==> src/rtl/hex_display_scanner.sv <==
// Time-multiplexed 7-segment scanner: double-buffered hex value, dead-time blanking, active-low outputs.
// Optional build macro LEADING_ZERO_BLANK_EN blanks digits above the most significant nonzero nibble.
module hex_display_scanner #(
  parameter int NUM_DIGITS  = 4,
  parameter int PRESCALE    = 50000,
  parameter int DEAD_CYCLES = 500
) (
  input  logic                    clk,
  input  logic                    rst,
  input  logic                    en,
  input  logic                    load_valid,
  input  logic [4*NUM_DIGITS-1:0] load_data,
  input  logic [NUM_DIGITS-1:0]   dp_in,
  output logic                    load_ready,
  output logic [6:0]              seg_n,
  output logic                    dp_n,
  output logic [NUM_DIGITS-1:0]   an_n,
  output logic                    frame_done
);

  localparam int CNT_MAX = (PRESCALE > DEAD_CYCLES) ? PRESCALE : DEAD_CYCLES;
  localparam int CW      = $clog2(CNT_MAX);
  localparam int IW      = (NUM_DIGITS > 1) ? $clog2(NUM_DIGITS) : 1;

  localparam logic [CW-1:0] SHOW_LAST = CW'(PRESCALE - 1);
  localparam logic [CW-1:0] DEAD_LAST = CW'(DEAD_CYCLES - 1);
  localparam logic [IW-1:0] IDX_LAST  = IW'(NUM_DIGITS - 1);

  localparam logic ST_DEAD = 1'b0;
  localparam logic ST_SHOW = 1'b1;

  logic                       state;
  logic [CW-1:0]              cnt;
  logic [IW-1:0]              idx;
  logic [NUM_DIGITS-1:0][3:0] active;
  logic [NUM_DIGITS-1:0][3:0] pending;
  logic                       pend_full;

  logic       lit_next;
  logic       fd_next;
  logic [3:0] nib;

  function automatic logic [6:0] hex_to_seg(input logic [3:0] v);
    case (v)
      4'h0: hex_to_seg = 7'b1000000;
      4'h1: hex_to_seg = 7'b1111001;
      4'h2: hex_to_seg = 7'b0100100;
      4'h3: hex_to_seg = 7'b0110000;
      4'h4: hex_to_seg = 7'b0011001;
      4'h5: hex_to_seg = 7'b0010010;
      4'h6: hex_to_seg = 7'b0000010;
      4'h7: hex_to_seg = 7'b1111000;
      4'h8: hex_to_seg = 7'b0000000;
      4'h9: hex_to_seg = 7'b0010000;
      4'hA: hex_to_seg = 7'b0001000;
      4'hB: hex_to_seg = 7'b0000011;
      4'hC: hex_to_seg = 7'b1000110;
      4'hD: hex_to_seg = 7'b0100001;
      4'hE: hex_to_seg = 7'b0000110;
      default: hex_to_seg = 7'b0001110;
    endcase
  endfunction

`ifdef LEADING_ZERO_BLANK_EN
  logic [IW-1:0] msd;

  // Digit 0 is always a candidate, so an all-zero value still shows one "0".
  always_comb begin
    msd = '0;
    for (int k = 1; k < NUM_DIGITS; k++) begin
      if (active[k] != 4'h0) msd = IW'(k);
    end
  end
`endif

  always_comb begin
    nib      = active[idx];
    lit_next = en && (state == ST_SHOW);
`ifdef LEADING_ZERO_BLANK_EN
    lit_next = lit_next && (idx <= msd);
`endif
    fd_next  = en && (state == ST_SHOW) && (cnt == SHOW_LAST) && (idx == IDX_LAST);
  end

  assign load_ready = ~pend_full;

  // Pins are registered from the previous cycle's scan position; en gates them so a
  // mid-SHOW disable goes dark on the very next cycle.
  always_ff @(posedge clk or posedge rst) begin
    if (rst) begin
      state      <= ST_DEAD;
      cnt        <= '0;
      idx        <= '0;
      active     <= '0;
      pending    <= '0;
      pend_full  <= 1'b0;
      seg_n      <= 7'h7F;
      dp_n       <= 1'b1;
      an_n       <= '1;
      frame_done <= 1'b0;
    end else begin
      seg_n      <= lit_next ? hex_to_seg(nib) : 7'h7F;
      an_n       <= lit_next ? ~(NUM_DIGITS'(1) << idx) : '1;
      dp_n       <= lit_next ? ~dp_in[idx] : 1'b1;
      frame_done <= fd_next;

      if (!en) begin
        state <= ST_DEAD;
        cnt   <= '0;
        idx   <= '0;
      end else if (state == ST_DEAD) begin
        if (cnt == DEAD_LAST) begin
          state <= ST_SHOW;
          cnt   <= '0;
        end else begin
          cnt <= cnt + 1'b1;
        end
      end else begin
        if (cnt == SHOW_LAST) begin
          state <= ST_DEAD;
          cnt   <= '0;
          idx   <= (idx == IDX_LAST) ? '0 : idx + 1'b1;
        end else begin
          cnt <= cnt + 1'b1;
        end
      end

      // Capture and commit never coincide: capture needs pending empty, commit needs it full.
      if (load_valid && !pend_full) begin
        pending   <= load_data;
        pend_full <= 1'b1;
      end else if (pend_full && (frame_done || !en)) begin
        active    <= pending;
        pend_full <= 1'b0;
      end
    end
  end

endmodule

==> config.mk <==
export PLATFORM = sky130hd
export DESIGN_NAME = hex_display_scanner
export DESIGN_NICKNAME = d
export VERILOG_FILES = /design/src/rtl/hex_display_scanner.sv
export SDC_FILE = /design/constraint.sdc
export NUM_CORES = 1
export LEC_CHECK = 0
export BUFFER_PORTS_ARGS = -buffer_cell sky130_fd_sc_hd__clkbuf_2
export CAP_MARGIN = 20
export CORE_ASPECT_RATIO = 1.1
export CORE_MARGIN = 5
export CORE_UTILIZATION = 40
export CTS_CLUSTER_SIZE = 30
export DETAILED_ROUTE_END_ITERATION = 7
export PLACE_DENSITY = 0.58
export SYNTH_ARGS = -nofsm -noshare
export SYNTH_HDL_FRONTEND = slang
export SYNTH_SLANG_ARGS = --single-unit
==> constraint.sdc <==
create_clock -name clk -period 5.9 [get_ports clk]
set_input_delay 0.59 -clock clk [delete_from_list [all_inputs] [get_ports clk]]
set_output_delay 0.59 -clock clk [all_outputs]
set_load 0.02 [all_outputs]
**Yosys cells after proc, flatten, opt, wreduce, memory -nomap -nowiden**

Memory sizes are Yosys's and may differ from the RTL's.
Cells that the tools add are included.

- Bits in registers: 65
- Memory bits (read-only): 112
- Input port bits: 24
- Output and inout port bits: 14
- Logic and storage cells: 62
- Memories kept: 1

- Add/sub/neg operators: 2
- Order comparisons: 1
- Equal/unequal tests: 5
- Shifts and indexed selects: 1
- Mux-type cells: 21
- Bitwise gates (word level): 4
- Reductions and logical operators: 11

Memories:

| name | words | width | rd ports | clocked after Yosys merged registers in | write ports | line | source |
|---|---|---|---|---|---|---|---|
| (name not given) | 16 | 7 | 1 | 0 | 0 | 44 | `case (v)` |

Operators by type and width:

| cell | count |
|---|---|
| $mux W16 | 4 |
| $add A16 B1 Y16 const B | 1 |
| $eq A16 B16 Y1 const B | 1 |
| $eq A16 B9 Y1 const B | 1 |
| $bmux W4 S2 | 1 |
| $mux W1 | 8 |
| $mux W2 | 4 |
| $mux W4 | 2 |
| $mux W7 | 1 |
| $logic_and A1 B1 Y1 | 5 |
| $ne A2 B1 Y1 const B | 2 |
| $not A4 Y4 | 1 |
| $reduce_and A2 Y1 | 2 |
| $shl A1 B2 Y4 const A | 1 |
| $lt A2 B3 Y1 const B | 1 |
| $not A1 Y1 | 3 |
| $add A2 B1 Y2 const B | 1 |
| $bmux W1 S2 | 1 |
| $eq A2 B2 Y1 const B | 1 |
| $logic_not A1 Y1 | 2 |
| $reduce_bool A2 Y1 | 1 |
| $logic_or A1 B1 Y1 | 1 |

**Logic depth before layout (Yosys ltp)**

Gate-level depths: netlist (run 1).

- Word-level depth: 5
- Depth in mapped cells: 8
- Gate-level depth less buffers: 7

**Least setup slack after synthesis (run 1)**

Ideal clock, no wire load.

- Path kind: register to register
- From: register cnt[0]
- To: register cnt[10]
- Library setup time: 0.119 ns
- Arrival: 1.817 ns
- Data required time: 5.781 ns
- Setup slack: 3.964 ns
- Stages on the path, launching flop included: 8
- Path buffers: 1
- Clock period less this slack: 1.936 ns
- Path through: dfrtp_1 -> ha_1 -> nor4b_1 -> nand4_1 -> or4b_4 -> o211ai_4 -> buf_6 -> nor2_1

- Word-level cells in the longest chain between the ends: 4
- Elaborated cells between the ends (all ways): 7
- Classes of those cells: add/sub: 1; eq/ne: 2; mux: 4

Ends and longest elaborated chain:

| element | line | source |
|---|---|---|
| from (decl) | 33 | `logic [CW-1:0] cnt;` |
| from (signal assigned) | 116 | `cnt <= cnt + 1'b1;` |
| from (signal assigned) | 124 | `cnt <= cnt + 1'b1;` |
| $add A16 B1 Y16 (tied with other cells) | 116, 124 |  |
| $mux W16, on equally long branches | 112, 119 |  |
| $mux W16 * | 111 | `end else if (state == ST_DEAD) begin` |
| $mux W16 * | 107 | `if (!en) begin` |

Mark *: on every way between the ends. The rest lies on a longest branch, timed or not.
A chain may end at the register's enable or synchronous reset.

**Worst setup path in the final report (run 1)**

- From: register cnt[0]
- To: register cnt[14]

Same word-level chain as after synthesis.

==> results.tsv, run 1 <==
stage	metric	value	unit
outcome	status	completed	
synthesis	yosysWarnings	0	
setup_path	end_kind	flop	
synthesis	synthAdderAreaFrac	4.59	%
synthesis	synth.distinct_cells	39	
clock_network	cts_tree	yes	
clock_network	post-cts-setup-buffers	0	
sta	slew-limit-headroom	47.1	%
synthesis	yosys-top-cells-area	dfrtp_1 (44%), mux2_2 (12%), dfstp_2 (11%), ha_1 (4.6%), mux4_2 (3.8%)	
power	vdd_drop_max	0.000186	V
synthesis	yosys.area.top_type_share	44.3	%
floorplanning	core	0.00739	mm^2
clock_network	clk_latency	350	ps
layout	nFillCells	682	
clock_network	cts_buffers	9	
global_route	antenna_found_initial	0	
sta	period_minus_slack	2160	ps
clock_network	cts_root_buf	clkbuf_8	
synthesis	yosys-top-cells-count	dfrtp_1 (53), mux2_2 (32), nor2_1 (26), nand2_1 (18)	
sta	hold_violations	0	
route	wl_per_cell	13.9	um
route	met3_length	302	um
synthesis	avgSynthCellArea	12.2	um^2
synthesis	synth-xor-area-share	4.09	%
synthesis	synth_top_family_by_area	multiplexers	
clock_network	cts.reportedPaths.clkPinSlew	70	ps
route	drc_errors	0	
global_route	gr-total-overflow	0	
power	leakage	1.49	nW
setup_path	criticalPathCategory	reg -> reg	
synthesis	synth_edf_count	0	
synthesis	synth_area	0.00300	mm^2
clock_network	ctsHoldBuffers	0	
synthesis	yosysSeqAreaShare	54.8	%
clock_network	htree_levels	3	
route	drt_iter0_drc	82	
route	via_per_inst	5.05	
sta	grt_setup_unrepaired	false	
layout	antenna_cells	0	
setup_path	crit_path_max_fanout	16	
sta	max_freq	0.464	GHz
clock_network	post_cts_resized	0	
route	m1WireLength	2460	um
clock_network	cts.sinks	65	
clock_network	cts_buffer_depth	2	
sta	worst_slew_pin_slew	794	ps
run	maxCapViolations	0	
layout	multi_input_area	0.00126	mm^2
sta	clock-skew-final	11.5	ps
synthesis	syn_inst	245	
floorplanning	rows	33	
global_route	grt_pass1_wl	9400	um
power	total_power	0.00117	W
floorplanning	die-area	0.00932	mm^2
setup_path	required	6100	ps
layout	area_delta_synth_final	15.6	%
global_route	grt_max_degree	66	
placed_design	gp_congestion	0.819	
sta	drv_slew	0	
layout	final_layout_size_suffix_gt1_share	38.4	%
route	firstDrtPassIters	4	
min_path	min_path_type	in -> async	
synthesis	syn_nets	280	
layout	fin_nets	322	
route	wl_met2	2380	um
synthesis	synth_compound_area_share	4.39	%
synthesis	synth_most_common_cell	dfrtp_1	
setup_path	arrival	2360	ps
synthesis	synth-simple-area-share	12.4	%
route	vias	1913	
floorplanning	die_x	92.5	um
synthesis	synth-main-ff-cell	dfrtp_1	
route	highest_layer	met4	
global_route	grt_pass1_vias	1974	
sta	finalSetupViolCount	0	
floorplanning	initial_utilization	40.5	%
sta	tns	0	ps
floorplanning	io_pins	38	
synthesis	ys_seq_elements	65	
route	totalWireLength	5260	um
power	powerDensity	338	mW/mm^2
setup_path	start_kind	flop	
global_route	grt_use_total	13.0	%
floorplanning	dieHeight	101	um
synthesis	muxShareOfSynthArea	16.8	%
placed_design	dpl.hpwl	3690	um
placed_design	port_buffers	37	
sta	fin_crit_sh	36.5	%
layout	regArea	0.00164	mm^2
synthesis	yosys.area.top_type	dfrtp_1	
route	antenna_left	0	
synthesis	synthArstFlopShare	100	%
layout	final_core_util	46.9	%
## report_power, final
part           leakage, nW  internal, W  switching [W]
clock network       0.0912     0.000194       0.000173
logic                0.613     0.000125       0.000115
registers            0.789     0.000524      0.0000387
## worst paths after layout
check                              startpoint     endpoint  slack (ps)  cells past startpoint
worst max register to register         cnt[0]      cnt[14]        3740                      6
max in group asynchronous                 rst    active[4]        4930                      3
min in group clk                load_data[10]  pending[10]         470                      2
worst min register to register         cnt[0]       cnt[0]         490                      1
worst min-delay path                      rst  pending[15]         460                      3
worst max-delay path                   cnt[0]      cnt[14]        3740                      6
## cells by family (layout without fill, tap and decap cells)
logic type / Yosys count / count (layout)
AOI/OAI and AO/OA: 19 / 19
and+or+nand+nor: 75 / 75
adders and majority gates: 11 / 11
xor gates and xnor gates: 14 / 14
muxes: 40 / 40
DFF: 65 / 65
buffers and inverters: 21 / 68
## final cells by class
type | count | share of cell area, %
clock inverters | 7 | 2.06
well taps | 87 | 3.14
inverters | 12 | 1.30
clock buffers | 9 | 3.58
multi-input cells | 159 | 36.5
flip-flops and latches | 65 | 47.4
repair buffers | 40 | 6.00
## metrics by stage
| stage | std cells | worst slack (ps) | cell area, um^2 | hold slack [ps] |
|---|---|---|---|---|
| global route | 379 | 3590 | 3460 | 445 |
| finish | 379 | 3740 | 3460 | 458 |
| detailed placement | 363 | 3720 | 3270 | 481 |
| global placement | 363 | 3750 | 3270 | 466 |
| floorplan | 245 | 3700 | 3000 | 450 |
| CTS | 379 | 3700 | 3460 | 450 |
## layout by cell type, fill, tap and decap left out, types with 9 or more instances in the layout
cell      count
dfrtp_1      53
ha_1         11
nand3_1      10
clkbuf_2     37
inv_1        11
dfstp_2      12
clkbuf_8      9
xnor2_1       9
mux2_2       32
nor2_1       26
nand2_1      18
## registers in the layout, summed over array words and instances (netlist names)
name / flops
pending: 16
an_n: 4
dp_n: 1
active: 16
state: 1
frame_done: 1
cnt: 16
pend_full: 1
idx: 2
seg_n: 7
## critical path: stages, from the launching register on
cell and delay [ps]:
dfrtp_1 390, ha_1 210, nor4b_1 260, nand4_1 130
or4b_4 520, o211ai_4 410, nor2_1 110
## routing by layer
| layer | global-route usage (%) | up-vias |
|---|---|---|
| met3 | 4.56 | 10 |
| met4 | 7.43 | 0 |
| li1 | - | 927 |
| met1 | 16.3 | 930 |
| met5 | 0 | - |
| met2 | 19.6 | 46 |
(Power assumes the default switching activity.)
==> inputs of run 2 (changes only) <==
--- a/config.mk
+++ b/config.mk
@@ -5,6 +5,7 @@
 export SDC_FILE = /design/constraint.sdc
 export NUM_CORES = 1
 export LEC_CHECK = 0
+export ABC_AREA = 1
 export BUFFER_PORTS_ARGS = -buffer_cell sky130_fd_sc_hd__clkbuf_2
 export CAP_MARGIN = 20
 export CORE_ASPECT_RATIO = 1.1
@@ -12,7 +13,7 @@
 export CORE_UTILIZATION = 40
 export CTS_CLUSTER_SIZE = 30
 export DETAILED_ROUTE_END_ITERATION = 7
-export PLACE_DENSITY = 0.58
+export PLACE_DENSITY = 0.57
 export SYNTH_ARGS = -nofsm -noshare
 export SYNTH_HDL_FRONTEND = slang
 export SYNTH_SLANG_ARGS = --single-unit
==> constraint.sdc (replaced) <==
create_clock -name clk -period 2.2 [get_ports clk]
set_input_delay 0.22 -clock clk [delete_from_list [all_inputs] [get_ports clk]]
set_output_delay 0.22 -clock clk [all_outputs]
set_load 0.02 [all_outputs]
==> run 2 against run 1 <==
  * Highest routed layer unchanged
  * Maximum frequency up 22%
  * Sequential power rose to 2.9 times the previous value
  * First-iteration DRC count up 3.7%
  * Critical endpoint is now seg_n[5]
  * Synthesized cell count up 49%
  * Register-to-register slack worse by 3300 ps
  * Via count up 29%
  * Largest power group unchanged
  * Core utilization up 0.68 points
==> results.tsv, run 2 <==
stage	metric	value	unit	change
clock_network	post-cts-setup-buffers	0		unchanged
synthesis	yosys.area.top_type_share	41.6	%	-2.7 points
sta	grt_setup_unrepaired	false		
floorplanning	io_pins	38		unchanged
synthesis	synth_edf_count	0		unchanged
global_route	grt_use_total	14.4	%	+1.3 points
route	vias	2461		+29%
synthesis	synthArstFlopShare	100	%	unchanged
setup_path	startpoint	idx[1]		
layout	instances_no_fill	522		+38%
synthesis	synth_area	0.00319	mm^2	+6.4%
setup_path	start_kind	flop		
synthesis	yosys-top-cells-area	dfrtp_1 (42%), nand2_1 (13%), dfstp_2 (9.9%), nand3_1 (4.7%), ha_1 (4.3%)		
route	drc_errors	0		unchanged
setup_path	criticalPathCategory	reg -> reg		
synthesis	yosysWarnings	0		unchanged
clock_network	cts_root_buf	clkbuf_8		
setup_path	timing.reg2reg.setup_slack	430	ps	-3320 ps
floorplanning	die-area	0.00986	mm^2	+5.8%
global_route	gr-total-overflow	0		unchanged
outcome	status	completed		
setup_path	crit_end	seg_n[5]		
clock_network	cts_buffer_depth	2		unchanged
setup_path	worstReg2RegEnd	seg_n[5]		
layout	layout_commonest_cell	nand2_1		
floorplanning	die_x	95.1	um	+2.8%
synthesis	yosys-top-cells-count	nand2_1 (110), dfrtp_1 (53), inv_1 (33), nor2_1 (31), nand3_1 (30)		
synthesis	synth-main-ff-cell	dfrtp_1		
synthesis	yosysSeqAreaShare	51.5	%	-3.3 points
power	powerDensity	997	mW/mm^2	+200%
min_path	hold_path.startpoint	load_data[14]		
route	firstDrtPassIters	5		+1
global_route	grt_pass1_wl	11300	um	+20%
clock_network	cts.reportedPaths.clkPinSlew	70	ps	about the same
layout	fin_nets	444		+38%
sta	drv_slew	0		unchanged
synthesis	synth_most_common_cell	nand2_1		
route	wl_per_cell	12.1	um	-13%
clock_network	clk_latency	340	ps	about the same
floorplanning	core	0.00783	mm^2	+5.9%
synthesis	avgSynthCellArea	8.73	um^2	-29%
sta	tns	0	ps	unchanged
setup_path	r2r-start	idx[1]		
global_route	grt_pass1_vias	2493		+26%
setup_path	reg2reg_depth	9		+3
layout	final_cell_mix	nand2_1 (110), dfrtp_1 (53), clkbuf_2 (37)		
sta	fin_crit_sh	80.6	%	+44 points
min_path	min_path_type	in -> reg		
floorplanning	dieHeight	104	um	+2.9%
clock_network	ctsHoldBuffers	1		+1
floorplanning	initial_utilization	40.7	%	+0.20 points
layout	final_layout_size_suffix_gt1_share	25.6	%	-13 points
sta	period_minus_slack	1770	ps	-383 ps
layout	area_delta_synth_final	16.7	%	
layout	multi_input_area	0.00136	mm^2	+7.2%
placed_design	dpl.hpwl	4610	um	+25%
run	maxCapViolations	0		unchanged
setup_path	end_kind	flop		
sta	max_freq	0.564	GHz	+22%
route	totalWireLength	6310	um	+20%
synthesis	yosys.area.top_type	dfrtp_1		
sta	clock-skew-final	6.58	ps	-4.88 ps
synthesis	syn_inst	365		+49%
sta	finalSetupViolCount	0		unchanged
floorplanning	rows	34		+3.0%
placed_design	gp_congestion	0.889		+8.7%
layout	antenna_cells	0		unchanged
global_route	grt_max_degree	66		unchanged
layout	nFillCells	784		+15%
clock_network	htree_levels	3		unchanged
synthesis	ys_seq_elements	65		unchanged
synthesis	syn_nets	400		+43%
placed_design	port_buffers	37		unchanged
route	antenna_left	0		unchanged
clock_network	cts_tree	yes		
placed_design	dp_cells	505		+39%
sta	worst_slew_pin_slew	472	ps	-322 ps
clock_network	post_cts_resized	0		unchanged
layout	largestRegisters	active (16), cnt (16), pending (16)		
sta	hold_violations	0		unchanged
route	via_per_inst	4.71		-6.6%
global_route	antenna_found_initial	0		unchanged
clock_network	cts_buffers	9		unchanged
setup_path	required	2460	ps	-3640 ps
layout	regArea	0.00164	mm^2	unchanged
synthesis	synth.distinct_cells	31		-21%
clock_network	cts.sinks	65		unchanged
route	drt_iter0_drc	85		+3.7%
power	vdd_drop_max	0.000620	V	+230%
setup_path	crit_path_max_fanout	8		-8
power	leakage	1.74	nW	+17%
sta	slew-limit-headroom	68.5	%	+21 points
setup_path	arrival	2040	ps	-320 ps
run 2: critical path, cell delays in order, from the launching register on:
cell and delay (ps):
dfrtp_1 480, inv_1 240, nand3_1 110, nand2_1 190
inv_1 120, ha_1 230, nand3_1 130, nand2_1 70
nand2_1 60, nand3_1 60
run 2: worst min path at each step:
stage                     slack, ps  cells past startpoint     endpoint
after floorplan                 370                      2       idx[1]
after CTS                        80                      2  pending[14]
after detailed placement        300                      3  pending[12]
after global placement          300                      3  pending[15]
after global routing             90                      2  pending[14]
final                           100                      2  pending[14]
run 2: area by class of cell:
| class | count | share of cell area [%] |
|---|---|---|
| Clock buffer | 9 | 3.33 |
| Clock inverter | 7 | 2.56 |
| Inverter | 35 | 3.53 |
| Multi-Input combinational cell | 256 | 36.4 |
| Sequential cell | 65 | 44.1 |
| Tap cell | 108 | 3.63 |
| Timing Repair Buffer | 42 | 6.39 |
run 2: routing by layer:
layer | vias up | track usage, % | wire [um]
li1 | 1243 | - | -
met1 | 1149 | 18.5 | 2890
met2 | 57 | 22.7 | 3060
met3 | 12 | 2.68 | 217
met4 | 0 | 7.42 | 147
met5 | - | 0 | 0
run 2: through the flow:
| step | area [um^2] | setup WS, ps | total power [W] | hold slack [ps] | utilization, % |
|---|---|---|---|---|---|
| finish | 3720 | 426 | 0.00371 | 102 | 47.5 |
| global route | 3720 | 239 | 0.00399 | 89.1 | 47.5 |
| detailed placement | 3490 | 452 | 0.00263 | 305 | 44.6 |
| floorplan | 3190 | 373 | 0.00238 | 370 | - |
| global placement | 3490 | 570 | 0.00260 | 300 | 44.6 |
| CTS | 3720 | 440 | 0.00376 | 84.9 | 47.5 |
run 2: cells by family after synthesis:
group / after synthesis / synth area share [%]
simple gates: 202 / 28.2
fa+ha+maj: 11 / 4.32
xor+xnor: 9 / 2.47
mux: 10 / 3.53
compound gates: 24 / 4.00
flops: 65 / 51.5
buf+inv: 44 / 5.97
run 2: power by group:
group / internal [W] / switching (W)
Clock: 0.000635 / 0.000477
Combinational: 0.000374 / 0.000566
Sequential: 0.00150 / 0.000157
==> inputs of run 3 (changes only) <==
--- a/config.mk
+++ b/config.mk
@@ -13,7 +13,7 @@
 export CORE_UTILIZATION = 40
 export CTS_CLUSTER_SIZE = 30
 export DETAILED_ROUTE_END_ITERATION = 7
-export PLACE_DENSITY = 0.57
+export PLACE_DENSITY = 0.6
 export SYNTH_ARGS = -nofsm -noshare
 export SYNTH_HDL_FRONTEND = slang
 export SYNTH_SLANG_ARGS = --single-unit
==> constraint.sdc (replaced) <==
create_clock -name clk -period 1.5 [get_ports clk]
set_input_delay 0.15 -clock clk [delete_from_list [all_inputs] [get_ports clk]]
set_output_delay 0.15 -clock clk [all_outputs]
set_load 0.02 [all_outputs]
==> run 3 against run 2 <==
  * First-iteration DRC count shrank 19%
  * Routed wire length grew 8.1%
  * Core utilization grew 5.1 points
  * Final area grew 11%
  * Critical path type unchanged
  * Largest cell class unchanged
==> results.tsv, run 3 (synthesized netlist as in run 2, its figures left out) <==
stage	metric	value	unit	change
outcome	status	completed		
global_route	antenna_found_initial	0		unchanged
global_route	grt_use_total	14.7	%	+0.34 points
setup_path	critPathBufInv	0		-2
setup_path	criticalPathCategory	reg -> reg		
setup_path	worst_path_dominant_cell_family	simple AND/OR/NAND/NOR gates		
power	p_comb_share	32.8	%	+7.5 points
layout	final_layout_size_suffix_gt1_share	37.4	%	+12 points
power	total_power	0.00583	W	+57%
route	drc_errors	0		unchanged
power	swShare	34.6	%	+2.3 points
power	power_switching	0.00202	W	+68%
placed_design	dp_cells	522		+3.4%
setup_path	end_kind	flop		
power	powerDensity	1410	mW/mm^2	+42%
power	power_frac_seq	42.1	%	-2.6 points
sta	clock-skew-final	8.80	ps	+2.22 ps
global_route	grt_pass1_wl	11600	um	+2.4%
clock_network	cts_buffer_depth	2		unchanged
floorplanning	rows	34		unchanged
setup_path	arrival	1660	ps	-380 ps
power	p_int	0.00381	W	+52%
global_route	grt_max_degree	66		unchanged
power	leakage	1.88	nW	+7.8%
floorplanning	dieHeight	104	um	unchanged
sta	tns	0	ps	unchanged
layout	fin_nets	469		+5.6%
clock_network	htree_levels	3		unchanged
layout	final_cell_mix	nand2_1 (100), dfrtp_1 (52), clkbuf_2 (37)		
layout	antenna_cells	0		unchanged
setup_path	startpoint	cnt[12]		
setup_path	start_kind	flop		
sta	finalSetupViolCount	0		unchanged
setup_path	cp_cell_sequence	nor2_2, nand3_1, nor2_2, nand4_1, nand2_4, nor2_1		
route	via_per_inst	4.66		-1.2%
placed_design	dpl.hpwl	4700	um	+1.9%
sta	period_minus_slack	1440	ps	-336 ps
route	antenna_left	0		unchanged
sta	hold_slack	32.4	ps	-70.0 ps
clock_network	cts.reportedPaths.clkPinSlew	80	ps	about the same
clock_network	cts.sinks	65		unchanged
setup_path	crit_slowest_cell	dfrtp_1		
sta	hold_violations	0		unchanged
layout	layout_commonest_cell	nand2_1		
floorplanning	io_pins	38		unchanged
power	vdd_drop_max	0.000924	V	+49%
floorplanning	die-area	0.00986	mm^2	unchanged
setup_path	crit_path_max_fanout	6		-2
global_route	gr-total-overflow	0		unchanged
sta	fin_crit_sh	95.9	%	+15 points
clock_network	cts_tree	yes		
floorplanning	die_x	95.1	um	unchanged
placed_design	post-place-ws	-35.2	ps	-487 ps
sta	slew-limit-headroom	77.0	%	+8.6 points
clock_network	clk_latency	340	ps	about the same
setup_path	slowest_delay	400	ps	-80 ps
layout	largestRegisters	active (16), cnt (16), pending (16)		
route	vias	2547		+3.5%
route	firstDrtPassIters	5		unchanged
floorplanning	core	0.00783	mm^2	unchanged
sta	worst_slew_pin_slew	345	ps	-127 ps
layout	area_delta_synth_final	29.3	%	
placed_design	port_buffers	37		unchanged
sta	max_freq	0.695	GHz	+23%
global_route	grt_pass1_vias	2560		+2.7%
layout	instances_no_fill	547		+4.8%
route	drt_iter0_drc	69		-19%
sta	drv_slew	0		unchanged
setup_path	crit_top_cell	nor2_2		
setup_path	r2r-start	cnt[12]		
placed_design	gp_congestion	0.871		-2.0%
floorplanning	initial_utilization	40.7	%	unchanged
clock_network	cts_root_buf	clkbuf_8		
setup_path	required	1730	ps	-730 ps
run	maxCapViolations	0		unchanged
power	p_clk_share	25.1	%	-4.9 points
route	wl_per_cell	12.5	um	+3.1%
min_path	hold_path.startpoint	load_data[4]		
sta	setup_slack	62.1	ps	-364 ps
clock_network	cts_buffers	9		unchanged
route	totalWireLength	6820	um	+8.1%
min_path	min_path_type	in -> reg		
run 3: cell count changes in the layout (fill, tap and decap cells not counted), sizes merged:
cell,before,now
bufinv,2,1
buf,4,28
inv,35,34
clkinv,1,3
nand2,114,115
run 3: final cells by class:
cell class | count | area, um^2
Fill cell | 762 | 3710
Sequential cell | 65 | 1640
Multi-Input combinational cell | 257 | 1580
Timing Repair Buffer | 66 | 433
Inverter | 35 | 140
Tap cell | 108 | 135
Clock buffer | 9 | 124
Clock inverter | 7 | 71.3
run 3: routing by layer:
layer	up-vias	global-route usage (%)	share of wire (%)
met5	-	0	0
met4	0	5.98	1.5
met3	8	3.77	3.8
met2	44	22.4	48
met1	1198	19.7	46
li1	1297	-	-
run 3: final timing paths:
check	endpoint	slack, ps	cells past startpoint
min in group asynchronous	cnt[13]	430	4
worst max-delay path	cnt[0]	60	6
max in group asynchronous	idx[0]	770	4
worst max register to register	cnt[0]	60	6
worst min-delay path	pending[4]	30	2
worst min register to register	active[10]	470	2
run 3: metrics by stage:
stage          cell area [um^2]  utilization (%)
2_1_floorplan              3200                -
3_3_place_gp               3630             46.4
3_5_place_dp               3630             46.4
4_1_cts                    3840             49.1
5_1_grt                    4120             52.7
6_report                   4120             52.7
run 3: power by group through the flow:
stage,Sequential [W],Clock (W),Combinational [W]
global route,0.00251,0.00160,0.00218
detailed placement,0.00247,0,0.00144
CTS,0.00243,0.00151,0.00145
global placement,0.00246,0,0.00142
floorplan,0.00238,0,0.00112
finish,0.00245,0.00146,0.00191
run 3: worst reg2reg max path, cell delays in order, from the launching register on:
cell	delay [ps]
dfrtp_1	400
nor2_2	160
nand3_1	100
nor2_2	160
nand4_1	250
nand2_4	210
nor2_1	60
run 3: repair_timing:
item / 4_1_cts / 5_1_grt
pin swaps: 0 / 12
gates resized for setup: 3 / 50
setup endpoints to repair: 7 / 20
setup buffers: 0 / 8
gates cloned: 0 / 1
endpoints found under the hold margin: 53 / 0
hold buffers: 1 / 0
